<file path="config.mk">
export PLATFORM = sky130hd
export DESIGN_NAME = scan_chain_loader
export DESIGN_NICKNAME = d
export VERILOG_FILES = /design/src/rtl/scan_pkg.sv /design/src/rtl/scan_rb_deser.sv /design/src/rtl/scan_chain_loader.sv
export SDC_FILE = /design/constraint.sdc
export NUM_CORES = 1
export LEC_CHECK = 0
export BUFFER_PORTS_ARGS = -buffer_cell sky130_fd_sc_hd__buf_2
export CAP_MARGIN = 20
export CORE_MARGIN = 8
export CORE_UTILIZATION = 60
export CTS_BUF_LIST = sky130_fd_sc_hd__clkbuf_2 sky130_fd_sc_hd__clkbuf_4 sky130_fd_sc_hd__clkbuf_8
export DETAILED_ROUTE_END_ITERATION = 6
export GPL_ROUTABILITY_DRIVEN = 1
export PLACE_DENSITY_LB_ADDON = 0.3
export RECOVER_POWER = 50
export REMOVE_ABC_BUFFERS = 1
export SYNTH_ARGS = -nofsm -noshare
export SYNTH_HDL_FRONTEND = slang
export SYNTH_SLANG_ARGS = --single-unit
</file>
<file path="constraint.sdc">
create_clock -name pmu_tck_in -period 3.31 [get_ports pmu_tck_in]
set_input_delay 0.331 -clock pmu_tck_in [delete_from_list [all_inputs] [get_ports pmu_tck_in]]
set_output_delay 0.331 -clock pmu_tck_in [all_outputs]
set_load 0.02 [all_outputs]
</file>
<file path="src/rtl/scan_pkg.sv">
// Shared definitions for the scan chain, its loader and their benches.
// Holds the loader FSM state encoding and the default chain/word sizes.
package scan_pkg;

  // Default sizes for the downstream chain and the config word
  localparam int unsigned SCAN_CHAIN_LEN = 10;
  localparam int unsigned SCAN_WORD_W    = 32;

  // Loader FSM encoding
  localparam int unsigned ST_W = 3;
  localparam logic [ST_W-1:0] ST_IDLE      = 3'd0;
  localparam logic [ST_W-1:0] ST_CLEAR     = 3'd1;
  localparam logic [ST_W-1:0] ST_WAIT_WORD = 3'd2;
  localparam logic [ST_W-1:0] ST_SHIFT     = 3'd3;
  localparam logic [ST_W-1:0] ST_DONE      = 3'd4;

endpackage

</file>
<file path="src/rtl/scan_rb_deser.sv">
// Readback deserializer: packs serial chain bits LSB-first into WORD_W-bit
// words and pulses rb_valid_o on each full word or on the final chain bit
// (partial word, upper bits zero).
// Ports:
//   clk, rst_n    clock / async active-low reset
//   clear_i       drop any partial word and restart at bit 0
//   bit_valid_i   bit_i is sampled this edge
//   bit_i         serial readback bit
//   last_i        this is the final bit of the load; flush the word
//   rb_word_o     assembled readback word (held until the next word)
//   rb_valid_o    one-cycle pulse, rb_word_o updated
module scan_rb_deser #(
  parameter int unsigned WORD_W = 32
) (
  input  logic              clk,
  input  logic              rst_n,
  input  logic              clear_i,
  input  logic              bit_valid_i,
  input  logic              bit_i,
  input  logic              last_i,
  output logic [WORD_W-1:0] rb_word_o,
  output logic              rb_valid_o
);

  localparam int unsigned RC_W = $clog2(WORD_W);
  localparam logic [RC_W-1:0] RC_LAST = RC_W'(WORD_W - 1);

  logic [WORD_W-1:0] acc_q, acc_d;
  logic [RC_W-1:0]   cnt_q, cnt_d;
  logic [WORD_W-1:0] word_q, word_d;
  logic              valid_q, valid_d;
  logic [WORD_W-1:0] merged_c;

  // Accumulate bits; the accumulator restarts at zero after every emit so
  // a flushed partial word is zero-padded.
  always_comb begin
    acc_d    = acc_q;
    cnt_d    = cnt_q;
    word_d   = word_q;
    valid_d  = 1'b0;
    merged_c = acc_q;
    merged_c[cnt_q] = bit_i;
    if (clear_i) begin
      acc_d = '0;
      cnt_d = '0;
    end else if (bit_valid_i) begin
      if (last_i || (cnt_q == RC_LAST)) begin
        word_d  = merged_c;
        valid_d = 1'b1;
        acc_d   = '0;
        cnt_d   = '0;
      end else begin
        acc_d = merged_c;
        cnt_d = cnt_q + RC_W'(1);
      end
    end
  end

  always_ff @(posedge clk or negedge rst_n) begin
    if (!rst_n) begin
      acc_q   <= '0;
      cnt_q   <= '0;
      word_q  <= '0;
      valid_q <= 1'b0;
    end else begin
      acc_q   <= acc_d;
      cnt_q   <= cnt_d;
      word_q  <= word_d;
      valid_q <= valid_d;
    end
  end

  assign rb_word_o  = word_q;
  assign rb_valid_o = valid_q;

endmodule

</file>
<file path="src/rtl/scan_chain_loader.sv">
// Scan chain loader: accepts config words over valid/ready, shifts them
// LSB-first into the chain for exactly CHAIN_LEN enabled cycles, returns
// the chain's previous contents as readback words, and sequences the
// chain clear pulse.
// Ports:
//   pmu_tck_in, pmu_rst_n   clock / async active-low reset
//   start, chain_clr_req    load / clear requests (IDLE only, start wins)
//   word_in, word_valid,
//   word_ready              config word handshake
//   sc_data_in, sc_en,
//   sc_clear                drive the chain
//   sc_data_out             serial output of the chain
//   rb_word, rb_valid       readback words
//   busy, done              status
module scan_chain_loader
  import scan_pkg::*;
#(
  parameter int unsigned CHAIN_LEN    = SCAN_CHAIN_LEN,
  parameter int unsigned WORD_W       = SCAN_WORD_W,
  parameter int unsigned CLEAR_CYCLES = 3,
  parameter int unsigned CNT_W        = $clog2(CHAIN_LEN + 1)
) (
  input  logic              pmu_tck_in,
  input  logic              pmu_rst_n,
  input  logic              start,
  input  logic              chain_clr_req,
  input  logic [WORD_W-1:0] word_in,
  input  logic              word_valid,
  output logic              word_ready,
  output logic              sc_data_in,
  output logic              sc_en,
  output logic              sc_clear,
  input  logic              sc_data_out,
  output logic [WORD_W-1:0] rb_word,
  output logic              rb_valid,
  output logic              busy,
  output logic              done
);

  localparam int unsigned WB_W  = $clog2(WORD_W);
  localparam int unsigned CLR_W = $clog2(CLEAR_CYCLES + 1);
  localparam logic [CNT_W-1:0] BIT_LAST  = CNT_W'(CHAIN_LEN - 1);
  localparam logic [WB_W-1:0]  WB_LAST   = WB_W'(WORD_W - 1);
  localparam logic [CLR_W-1:0] CLR_LAST  = CLR_W'(CLEAR_CYCLES - 1);

  logic [ST_W-1:0]   state_q, state_d;
  logic [CNT_W-1:0]  bit_cnt_q, bit_cnt_d;
  logic [WB_W-1:0]   word_bit_q, word_bit_d;
  logic [WORD_W-1:0] shreg_q, shreg_d;
  logic [CLR_W-1:0]  clr_cnt_q, clr_cnt_d;
  logic              word_ready_q, word_ready_d;
  logic              sc_en_q, sc_en_d;
  logic              sc_data_q, sc_data_d;
  logic              sc_clear_q, sc_clear_d;
  logic              busy_q, busy_d;
  logic              done_q, done_d;

  logic              is_last_c, is_bound_c;
  logic [CNT_W-1:0]  bc_nxt_c;
  logic [WB_W-1:0]   wb_nxt_c;
  logic              rb_clear_c, rb_last_c;

  // Next-state and registered-output decode. Outputs are computed for the
  // cycle being entered, so word_ready/sc_en/sc_data_in line up with the
  // state the FSM is in when they are visible.
  always_comb begin
    state_d      = state_q;
    bit_cnt_d    = bit_cnt_q;
    word_bit_d   = word_bit_q;
    shreg_d      = shreg_q;
    clr_cnt_d    = clr_cnt_q;
    word_ready_d = 1'b0;
    sc_en_d      = 1'b0;
    sc_data_d    = 1'b0;
    sc_clear_d   = 1'b0;
    done_d       = 1'b0;
    rb_clear_c   = 1'b0;
    bc_nxt_c     = bit_cnt_q + CNT_W'(1);
    wb_nxt_c     = word_bit_q + WB_W'(1);
    is_last_c    = (bit_cnt_q == BIT_LAST);
    is_bound_c   = (word_bit_q == WB_LAST) && !is_last_c;
    rb_last_c    = (state_q == ST_SHIFT) && is_last_c;

    case (state_q)
      ST_IDLE: begin
        if (start) begin
          state_d      = ST_WAIT_WORD;
          bit_cnt_d    = '0;
          rb_clear_c   = 1'b1;
          word_ready_d = 1'b1;
        end else if (chain_clr_req) begin
          state_d    = ST_CLEAR;
          clr_cnt_d  = '0;
          sc_clear_d = 1'b1;
        end
      end

      ST_CLEAR: begin
        if (clr_cnt_q == CLR_LAST) begin
          state_d = ST_DONE;
          done_d  = 1'b1;
        end else begin
          clr_cnt_d  = clr_cnt_q + CLR_W'(1);
          sc_clear_d = 1'b1;
        end
      end

      ST_WAIT_WORD: begin
        if (word_valid) begin
          state_d    = ST_SHIFT;
          shreg_d    = word_in;
          word_bit_d = '0;
          sc_en_d    = 1'b1;
          sc_data_d  = word_in[0];
        end else begin
          word_ready_d = 1'b1;
        end
      end

      ST_SHIFT: begin
        bit_cnt_d  = bc_nxt_c;
        word_bit_d = wb_nxt_c;
        if (is_last_c) begin
          // Remaining bits of the final word are dropped.
          state_d = ST_DONE;
          done_d  = 1'b1;
        end else if (is_bound_c) begin
          word_bit_d = '0;
          if (word_valid) begin
            // Back-to-back word, no bubble on sc_en
            shreg_d   = word_in;
            sc_en_d   = 1'b1;
            sc_data_d = word_in[0];
          end else begin
            state_d      = ST_WAIT_WORD;
            word_ready_d = 1'b1;
          end
        end else begin
          sc_en_d      = 1'b1;
          sc_data_d    = shreg_q[wb_nxt_c];
          word_ready_d = (wb_nxt_c == WB_LAST) && (bc_nxt_c != BIT_LAST);
        end
      end

      ST_DONE: begin
        state_d = ST_IDLE;
      end

      default: begin
        state_d = ST_IDLE;
      end
    endcase

    busy_d = (state_d != ST_IDLE);
  end

  always_ff @(posedge pmu_tck_in or negedge pmu_rst_n) begin
    if (!pmu_rst_n) begin
      state_q      <= ST_IDLE;
      bit_cnt_q    <= '0;
      word_bit_q   <= '0;
      shreg_q      <= '0;
      clr_cnt_q    <= '0;
      word_ready_q <= 1'b0;
      sc_en_q      <= 1'b0;
      sc_data_q    <= 1'b0;
      sc_clear_q   <= 1'b0;
      busy_q       <= 1'b0;
      done_q       <= 1'b0;
    end else begin
      state_q      <= state_d;
      bit_cnt_q    <= bit_cnt_d;
      word_bit_q   <= word_bit_d;
      shreg_q      <= shreg_d;
      clr_cnt_q    <= clr_cnt_d;
      word_ready_q <= word_ready_d;
      sc_en_q      <= sc_en_d;
      sc_data_q    <= sc_data_d;
      sc_clear_q   <= sc_clear_d;
      busy_q       <= busy_d;
      done_q       <= done_d;
    end
  end

  // The chain bit is sampled on every enabled edge, i.e. before that
  // edge's shift replaces it.
  scan_rb_deser #(
    .WORD_W (WORD_W)
  ) u_rb_deser (
    .clk         (pmu_tck_in),
    .rst_n       (pmu_rst_n),
    .clear_i     (rb_clear_c),
    .bit_valid_i (sc_en_q),
    .bit_i       (sc_data_out),
    .last_i      (rb_last_c),
    .rb_word_o   (rb_word),
    .rb_valid_o  (rb_valid)
  );

  assign word_ready = word_ready_q;
  assign sc_en      = sc_en_q;
  assign sc_data_in = sc_data_q;
  assign sc_clear   = sc_clear_q;
  assign busy       = busy_q;
  assign done       = done_q;

endmodule

</file>
==> out/qor.yml, run 1 <==
numCtsBuffers: 17
ys_seq_area_share_pct: 51.8
grt.overflow.total: 0
yosysWarnings: 0
postSynthAreaPerCell_um2: 10.5
rsz0062_at_grt: "no"
diodes: 0
grt_max_degree: 84
cts_root_buffer: "clkbuf_8"
path_cells: "inv_1 > ha_1 > mux4_1 > mux2_2 > a221o_1 > a21oi_2 > o32ai_1"
clkTransAtPathRegs_ns: 0.07
antenna_found_initial: 0
nNetsFinal: 684
cp-start-kind: "flop"
path_class: "reg2reg"
final_cells: 780
cts.sinks: 122
synth_seq_cells: 122
total_power_mw: 6.06
tightest_slew_ns: 1.78
max_freq_mhz: 386
io_buffers: 76
period_share_pct: 78.2
cpLargestDelayFamily: "multiplexers"
die-area_um2: 13300
setup_viol: 0
synth.cell_area_um2: 5890
cp.required_ns: 3.60
die_h_um: 115
yosysUniqueCellTypes: 49
p_leak_nw: 3.03
cts-resized-gates: 0
post-cts-setup-buffers: 0
synthArstFlopShare_pct: 100
syn_inst: 561
hold_class: "in2reg"
ys.flop_type: "dfrtp_1"
syn_to_final_growth_pct: 13.8
maxSlewHeadroom_pct: -18.7
crit_arrival_ns: 2.88
drtIter0Drc: 246
clk_latency_ns: 0.44
core_um2: 9640
drive_gt1_share_pct: 20.6
wl_mm: 12.6
synth_edf_count: 0
path_buf_inv: 1
clk_path_buf_depth: 2
ir_drop_mv: 0.476
p_per_area_nw_per_um2: 903
fp.dieW_um: 115
wl_per_cell_um: 16.1
gp_congestion: 0.869
final_core_util_pct: 69.6
viasPerCell: 5.63
violations: "max-capacitance violations, max-slew violations"
crit_slowest_cell: "dfrtp_1"
final_max_slew_viol_count: 75
crit_path_max_fanout: 11
start_util_pct: 61.2
grt_pass1_vias: 4603
min_period_ns: 2.59
slowest_delay_ns: 0.62
holdWs_ns: 0.110
io_pins: 77
status: "finished, violations left"
finalHoldViolations: 0
dp_hpwl_mm: 8.61
grt_pass1_wl_mm: 21.5
max-cap-violations: 1
crit_path_end_kind: "flop"
grtUsageTotal_pct: 20.4
skew_ns: 0.00724
ant_nets: 0
cts_tree: "done"
drtPass1Iterations: 4
via_count: 4394
cts-htree-levels: 4
placement_rows: 36
dp.cells: 746
drcViolationCount: 0
placed cells by master (no fill, tap or decap), types with 13 or more instances in the layout:
| cell | n |
|---|---|
| mux2_1 | 13 |
| a21oi_1 | 67 |
| nand2_1 | 24 |
| nand3_1 | 17 |
| inv_1 | 28 |
| mux2i_1 | 19 |
| buf_2 | 56 |
| clkbuf_1 | 20 |
| o21ai_1 | 24 |
| mux2_2 | 21 |
| dfrtp_1 | 122 |
| o21ai_0 | 13 |
| a22o_1 | 18 |
| nor2_1 | 71 |
| clkbuf_8 | 19 |
| o22ai_1 | 16 |
through the flow:
stage	setup slack [ns]	TNS [ns]	cell area (µm²)
2_1_floorplan	-0.103	-5.09	5730
3_3_place_gp	0.907	0	6350
3_5_place_dp	0.766	0	6350
4_1_cts	0.711	0	6720
5_1_grt	0.285	0	6710
6_report	0.722	0	6710
path summary, 6_finish.rpt:
| kind | end | slack, ns | from | cells past startpoint |
|---|---|---|---|---|
| min | shreg_q[13] | 0.11 | word_in[13] | 2 |
| max in group asynchronous | shreg_q[5] | 0.77 | pmu_rst_n | 4 |
| min reg2reg | clr_cnt_q[0] | 0.49 | clr_cnt_q[0] | 1 |
| min in group asynchronous | u_rb_deser.rb_word_o[23] | 0.36 | pmu_rst_n | 2 |
| max | sc_data_in | 0.72 | word_bit_q[0] | 7 |
| max reg2reg | sc_data_in | 0.72 | word_bit_q[0] | 7 |
cell type report:
cell class	count	area [µm²]
clock inverters	13	103
multi-input cells	379	2580
fillers	784	2930
clock buffers	19	262
well taps	133	166
repair buffers	85	435
flip-flops and latches	122	3050
inverters	29	109
timing repair:
action / 4_1_cts / 5_1_grt
endpoints found under the setup margin: 0 / 0
endpoints found under the hold margin: 0 / 9
hold buffers: 0 / 1
synth_stat cells (all sizes together), types with 2 or more instances:
library cell	number	share of area, %
mux2	34	6.5
a21oi	70	6.1
nand2b	11	1.2
o2111ai	2	0.40
buf	21	2.2
nand2	25	1.7
o21ai	37	3.1
inv	28	1.8
nand3b	2	0.25
and3	3	0.32
clkbuf	10	0.64
nand3	17	1.4
xor2	3	0.45
or2	4	0.42
nor2	73	4.7
mux4	8	3.4
a22o	18	2.7
dfrtp	122	52
mux2i	19	3.2
and3b	2	0.30
ha	12	2.5
nand4	2	0.21
o22ai	16	1.7
nor2b	6	0.64
nor3b	3	0.38
worst register-to-register path: cells and delay by family (launching register included):
kind,cells,cell delay (ns)
adders and majority gates,1,0.53
muxes,2,0.66
DFF,1,0.62
AOI/OAI and AO/OA,3,0.50
buffers and inverters,1,0.13
where the power goes:
part	leakage (nW)	internal (mW)	switching (mW)	total, mW
logic	1.26	1.03	1.39	2.43
registers	1.59	2.02	0.397	2.42
clock network	0.179	0.620	0.593	1.21
total	3.03	3.67	2.38	6.06
cells by family (layout without fill, tap and decap cells):
| group | Yosys count | count (layout) | share of synthesized area (%) |
|---|---|---|---|
| compound gates | 149 | 149 | 14.9 |
| fa+ha+maj | 12 | 12 | 2.55 |
| buf+inv | 60 | 146 | 4.65 |
| xor+xnor | 4 | 4 | 0.594 |
| simple gates | 153 | 153 | 12.4 |
| mux | 61 | 61 | 13.2 |
| flops | 122 | 122 | 51.8 |
state kept, by name, summed over array words and instances (netlist names):
name                   count
busy                       1
done                       1
sc_data_in                 1
word_ready                 1
u_rb_deser.rb_word_o      32
sc_en                      1
word_bit_q                 5
u_rb_deser.rb_valid_o      1
state_q                    3
bit_cnt_q                  4
clr_cnt_q                  2
shreg_q                   32
u_rb_deser.acc_q          32
sc_clear                   1
u_rb_deser.cnt_q           5
metal layers:
layer  routed length, µm  vias up  GRT usage (%)
met5                   0        -              0
met4                 237        0           10.3
met3                 551       20           4.78
met2                5990      103           31.3
met1                5800     2136           26.5
li1                    -     2135              -
No activity file was read; power rests on OpenSTA's default activity.
==> inputs of run 2 (changes only) <==
==> constraint.sdc (replaced) <==
create_clock -name pmu_tck_in -period 2.4 [get_ports pmu_tck_in]
set_input_delay 0.24 -clock pmu_tck_in [delete_from_list [all_inputs] [get_ports pmu_tck_in]]
set_output_delay 0.24 -clock pmu_tck_in [all_outputs]
set_load 0.02 [all_outputs]
==> run 2 against run 1 <==
Net effect: non-clock buffer count is 8 higher; routed wire length up 5.6%; the run now ends clean; cell count up 1.0%; worst setup slack worse by 0.59 ns; power rose by 48%.
==> out/qor.yml, run 2 (synthesis gave the netlist of run 1 again) <==
cts-htree-levels: 4  # unchanged
r2r-start: "word_bit_q[0]"
crit_arrival_ns: 2.58  # -0.30 ns
skew_ns: 0.00933  # +0.00210 ns
max-cap-violations: 0  # -1
r2r_end: "sc_data_in"
grt_max_degree: 48  # -43%
path_class: "reg2reg"
tightest_slew_ns: 1.04  # -0.743 ns
finalHoldViolations: 0  # unchanged
place_ws_ns: 0.103  # -0.663 ns
final_common_cell: "dfrtp_1"
pwr-share-clk_pct: 24.0  # +4.0 points
ant_nets: 0  # unchanged
setup.worst_path.end: "sc_data_in"
drcViolationCount: 0  # unchanged
min_period_ns: 2.26  # -0.324 ns
grtUsageTotal_pct: 21.3  # +0.90 points
grt_pass1_wl_mm: 22.3  # +3.7%
clkTransAtPathRegs_ns: 0.07  # about the same
ir_drop_mv: 0.756  # +59%
mostFrequentLayoutCells: "dfrtp_1, nor2_1, a21oi_1"
crit_path_max_fanout: 9  # -2
grt_use_met1_pct: 26.2  # -0.35 points
seq_power_share_pct: 36.5  # -3.4 points
dp.cells: 754  # +1.1%
antenna_found_initial: 0  # unchanged
period_share_pct: 94.3  # +16 points
reg2reg_slack_ns: 0.14  # -0.59 ns
switching_share_pct: 37.6  # -1.7 points
grt_use_met3_pct: 5.99  # +1.2 points
cts_root_buffer: "clkbuf_8"
p_per_area_nw_per_um2: 1300  # +44%
start_util_pct: 61.2  # unchanged
wl_per_cell_um: 16.9  # +4.6%
p_leak_nw: 3.12  # +2.9%
fin_tns_setup_ns: 0  # unchanged
internal_power_mw: 5.59  # +52%
io_buffers: 76  # unchanged
pwr-share-comb_pct: 39.5  # -0.5 points
maxSlewHeadroom_pct: 30.8  # +50 points
placement_rows: 36  # unchanged
io_pins: 77  # unchanged
cts_tree: "done"
via_count: 4501  # +2.4%
rsz0062_at_grt: "no"
grt.overflow.total: 0  # unchanged
die-area_um2: 13300  # unchanged
post-cts-setup-buffers: 0  # unchanged
drtPass1Iterations: 5  # +1
total_power_mw: 8.96  # +48%
setup_viol: 0  # unchanged
wl_mm: 13.3  # +5.6%
grt_pass1_vias: 4720  # +2.5%
dp_hpwl_mm: 9.11  # +5.8%
crit_path_start: "word_bit_q[0]"
cp-start-kind: "flop"
drtIter0Drc: 205  # -17%
nNetsFinal: 692  # +1.2%
hold_depth: 2  # unchanged
cp.required_ns: 2.72  # -0.88 ns
core_um2: 9640  # unchanged
setup_ws_ns: 0.136  # -0.586 ns
diodes: 0  # unchanged
fp.dieW_um: 115  # unchanged
reg2regPathDepth: 7  # unchanged
status: "finished, final reports clean"
syn_to_final_growth_pct: 16.9
clk_latency_ns: 0.44  # about the same
max_freq_mhz: 442  # +14%
grt_busiest_layer: "met2"
holdWs_ns: 0.0209  # -0.0888 ns
die_h_um: 115  # unchanged
crit_path_end_kind: "flop"
gp_congestion: 0.850  # -2.2%
final_cells: 788  # +1.0%
hold_class: "in2reg"
clk_path_buf_depth: 2  # unchanged
final_max_slew_viol_count: 0  # -100%
viasPerCell: 5.71  # +1.4%
drive_gt1_share_pct: 21.7  # +1.1 points
use_met2_pct: 34.2  # +2.9 points
p_switching_mw: 3.37  # +41%
numCtsBuffers: 17  # unchanged
cts.sinks: 122  # unchanged
==> run 2: cell types whose count changed in the layout (fill, tap and decap cells not counted), sizes merged <==
cell,before,now
buf,63,70
clkinv,8,3
clkbuf,40,41
bufinv,1,5
inv,28,30
clkinvlp,5,4
==> run 2: timing repair <==
action | in CTS | in global routing
hold buffers | 1 | 0
setup endpoints to repair | 0 | 4
resized for setup | 0 | 1
endpoints found under the hold margin | 34 | 0
==> run 2: power by group through the flow <==
stage	Combinational, mW	Sequential [mW]	Clock, mW
5_1_grt	3.88	3.37	2.27
2_1_floorplan	2.08	3.59	0
4_1_cts	3.58	3.27	2.18
6_report	3.53	3.27	2.15
3_3_place_gp	3.40	3.24	0
3_5_place_dp	3.53	3.29	0
==> run 2: cell type report <==
type	instances	area, µm²
fill	742	2750
tap	133	166
clock buffer	19	262
sequential	122	3050
multi-input combinational	379	2580
timing repair buffer	93	503
clock inverter	13	215
inverter	29	109
==> run 2: per-layer routing <==
metal,vias up,routed length (µm),share of wire [%]
met4,0,303,2.3
met1,2203,5740,43
li1,2143,-,-
met5,-,0,0
met3,28,700,5.3
met2,127,6540,49
==> run 2: per-stage QoR <==
step / util [%] / cell area (µm²)
after global placement: 66.8 / 6440
after detailed placement: 66.8 / 6440
after global routing: 71.5 / 6890
after floorplan: - / 5730
final: 71.5 / 6890
after CTS: 71.9 / 6930
==> run 2: worst min-delay path by stage <==
stage | start | to | slack (ns)
floorplan | pmu_rst_n | bit_cnt_q[0] | -0.06
global placement | pmu_rst_n | clr_cnt_q[0] | 0.23
detailed placement | pmu_rst_n | busy | 0.24
CTS | word_in[17] | shreg_q[17] | 0.005
global route | word_in[22] | shreg_q[22] | 0.01
finish | word_in[14] | shreg_q[14] | 0.02
==> run 2: critical path, cell delays in order, from the launching register on <==
cell	delay, ns
dfrtp_1	0.38
inv_1	0.09
ha_1	0.53
mux4_1	0.36
mux2_2	0.28
a221o_1	0.31
a21oi_2	0.11
o32ai_1	0.08
==> inputs of run 3 (changes only) <==
--- a/config.mk
+++ b/config.mk
@@ -5,6 +5,7 @@
 export SDC_FILE = /design/constraint.sdc
 export NUM_CORES = 1
 export LEC_CHECK = 0
+export ABC_AREA = 1
 export BUFFER_PORTS_ARGS = -buffer_cell sky130_fd_sc_hd__buf_2
 export CAP_MARGIN = 20
 export CORE_MARGIN = 8
==> run 3 against run 2 <==
Net effect: die area fell by 0.73%; clock-buffer cell count is 4 higher; global-route usage is 0.46 points higher; hold slack better by 0.018 ns; synthesized cell count up 22%; sequential share of layout area rose by 1.2 points; synthesized area decreased by 0.85%; via count is 8.1% higher; cell area is 2.6% lower; clock power shrank 7%; critical path type unchanged; highest routed layer unchanged.
==> out/qor.yml, run 3 <==
ant_nets: 0  # unchanged
numCtsBuffers: 17  # unchanged
clk_path_buf_depth: 2  # unchanged
final_common_cell: "dfrtp_1"
min_period_ns: 2.20  # -0.0684 ns
p_per_area_nw_per_um2: 1240  # -4.8%
drive_gt1_share_pct: 14.6  # -7.0 points
hold_depth: 2  # unchanged
grt_pass1_vias: 5001  # +6.0%
dp_hpwl_mm: 9.11  # about the same
grtUsageTotal_pct: 21.7  # +0.46 points
synthArstFlopShare_pct: 100  # unchanged
maxSlewHeadroom_pct: 25.9  # -4.9 points
setup_viol: 0  # unchanged
wl_mm: 13.6  # +2.0%
fin_tns_setup_ns: 0  # unchanged
placement_rows: 36  # unchanged
yosysTopAreaCellShare_pct: 52.2  # +0.44 points
drcViolationCount: 0  # unchanged
min_to: "shreg_q[19]"
antenna_found_initial: 0  # unchanged
p_leak_nw: 3.22  # +3.2%
cts-resized-gates: 0  # unchanged
io_pins: 77  # unchanged
skew_ns: 0.0131  # +0.00379 ns
die_h_um: 115  # -0.36%
grt_pass1_wl_mm: 22.9  # +2.9%
drtIter0Drc: 497  # +140%
reg2regPathDepth: 12  # +5
diodes: 0  # unchanged
crit_path_end_kind: "flop"
final_max_slew_viol_count: 0  # unchanged
crit_path_max_fanout: 41  # +32
drtPass1Iterations: 7  # +2
synth_commonest_cells: "dfrtp_1, nand2_1, inv_1, nor2_1, a21oi_1"
yosysUniqueCellTypes: 30  # -39%
viasPerCell: 5.38  # -5.8%
clkTransAtPathRegs_ns: 0.07  # about the same
max_freq_mhz: 456  # +3.1%
dp.cells: 872  # +16%
cp-start-kind: "flop"
die-area_um2: 13200  # -0.73%
path_class: "reg2reg"
grt.overflow.total: 0  # unchanged
crit_path_start: "word_bit_q[1]"
synth.cell_area_um2: 5840  # -0.85%
hold_class: "in2reg"
finalHoldViolations: 0  # unchanged
gp_congestion: 0.866  # +1.8%
crit_arrival_ns: 2.54  # -0.04 ns
r2r-start: "word_bit_q[1]"
synth_edf_count: 0  # unchanged
tightest_slew_ns: 1.11  # +0.0737 ns
ys_seq_area_share_pct: 52.2  # +0.44 points
postSynthAreaPerCell_um2: 8.57  # -18%
period_share_pct: 91.5  # -2.9 points
synth_seq_cells: 122  # unchanged
core_um2: 9590  # -0.47%
mostFrequentLayoutCells: "dfrtp_1, nand2_1, inv_1"
clk_latency_ns: 0.43  # about the same
final_cells: 905  # +15%
cts-htree-levels: 4  # unchanged
yosysWarnings: 0  # unchanged
nNetsFinal: 810  # +17%
cts_tree: "done"
via_count: 4867  # +8.1%
wl_per_cell_um: 15.0  # -11%
fp.dieW_um: 115  # -0.36%
cts.sinks: 122  # unchanged
grt_max_degree: 53  # +10%
syn_inst: 682  # +22%
ys.flop_type: "dfrtp_1"
syn_to_final_growth_pct: 14.8
synth_area_leader_cell: "dfrtp_1"
status: "finished, final reports clean"
reg2reg_slack_ns: 0.20  # +0.07 ns
io_buffers: 76  # unchanged
cts_root_buffer: "clkbuf_8"
ir_drop_mv: 0.784  # +3.8%
cp.required_ns: 2.75  # +0.03 ns
hold_path.startpoint: "word_in[19]"
synthTopCellsByArea: "dfrtp_1, nand2_1, inv_1, nor2_1, a21oi_1"
r2r_end: "shreg_q[4]"
yosysMostFrequentCell: "dfrtp_1"
max-cap-violations: 0  # unchanged
holdWs_ns: 0.0394  # +0.0185 ns
rsz0062_at_grt: "no"
start_util_pct: 60.9  # -0.23 points
## run 3: cell count changes after synthesis, sizes merged, moves of 6 or more
cell | before | now
nand2 | 25 | 112
inv | 28 | 110
mux2i | 19 | 0
a22o | 18 | 0
nor2 | 73 | 90
nand3 | 17 | 33
a21oi | 70 | 56
mux2 | 34 | 20
o21ai | 37 | 51
a31oi | 0 | 11
nand2b | 11 | 0
mux4 | 8 | 0
o22ai | 16 | 23
nor2b | 6 | 0
## run 3: cell type report
| type | instances | area (µm²) |
|---|---|---|
| clock buffer | 23 | 292 |
| fill | 755 | 2880 |
| clock inverter | 8 | 143 |
| multi-input combinational | 421 | 2230 |
| inverter | 111 | 417 |
| tap | 133 | 166 |
| timing repair buffer | 87 | 415 |
| sequential | 122 | 3050 |
## run 3: power by group
part | switching (mW) | leakage (nW) | internal (mW)
sequential | 0.376 | 1.58 | 2.73
combinational | 2.18 | 1.41 | 1.02
clock | 0.778 | 0.223 | 1.22
## run 3: how the worst max path moves through the flow
stage / endpoint / slack [ns] / cells past startpoint
after detailed placement: shreg_q[21] / 0.22 / 12
after CTS: u_rb_deser.rb_word_o[13] / 0.21 / 9
after floorplan: shreg_q[11] / 0.06 / 10
after global placement: shreg_q[25] / 0.36 / 10
final: shreg_q[4] / 0.20 / 12
after global routing: shreg_q[4] / 0.02 / 11
## run 3: critical path: stages (launching register included)
cell	delay, ns
dfrtp_1	0.41
ha_1	0.24
nand2_1	0.09
nor2_1	0.04
ha_1	0.18
inv_1	0.07
nor2_1	0.06
inv_1	0.10
nand2_2	0.11
nand2_4	0.35
buf_4	0.27
nor2_1	0.05
a21oi_1	0.13
## run 3: what timing repair did
item / CTS / global route
hold buffers: 1 / 0
hold endpoints to repair: 44 / 0
endpoints found under the setup margin: 0 / 3
setup buffers: 0 / 0
## run 3: stage by stage
stage	utilization, %	instance area (µm²)	worst slack [ns]	power, mW
finish	70.0	6710	0.205	8.31
detailed placement	65.9	6320	0.224	6.32
global route	70.0	6710	0.0170	8.88
floorplan	-	5680	0.0604	5.31
CTS	70.5	6770	0.208	8.36
global placement	65.9	6320	0.359	6.15
## run 3: cell families after synthesis
kind of cell,share of synthesized area (%)
buf+inv,9.87
compound gates,13.5
xor+xnor,0.899
simple gates,17.0
mux,3.92
flops,52.2
fa+ha+maj,2.57
## run 3: metal layers
| metal | vias up | track usage (%) | wire (µm) |
|---|---|---|---|
| met4 | 0 | 8.32 | 231 |
| met1 | 2346 | 25.2 | 5720 |
| met2 | 159 | 37.9 | 6880 |
| li1 | 2335 | - | - |
| met5 | - | 0 | 0 |
| met3 | 27 | 5.38 | 723 |
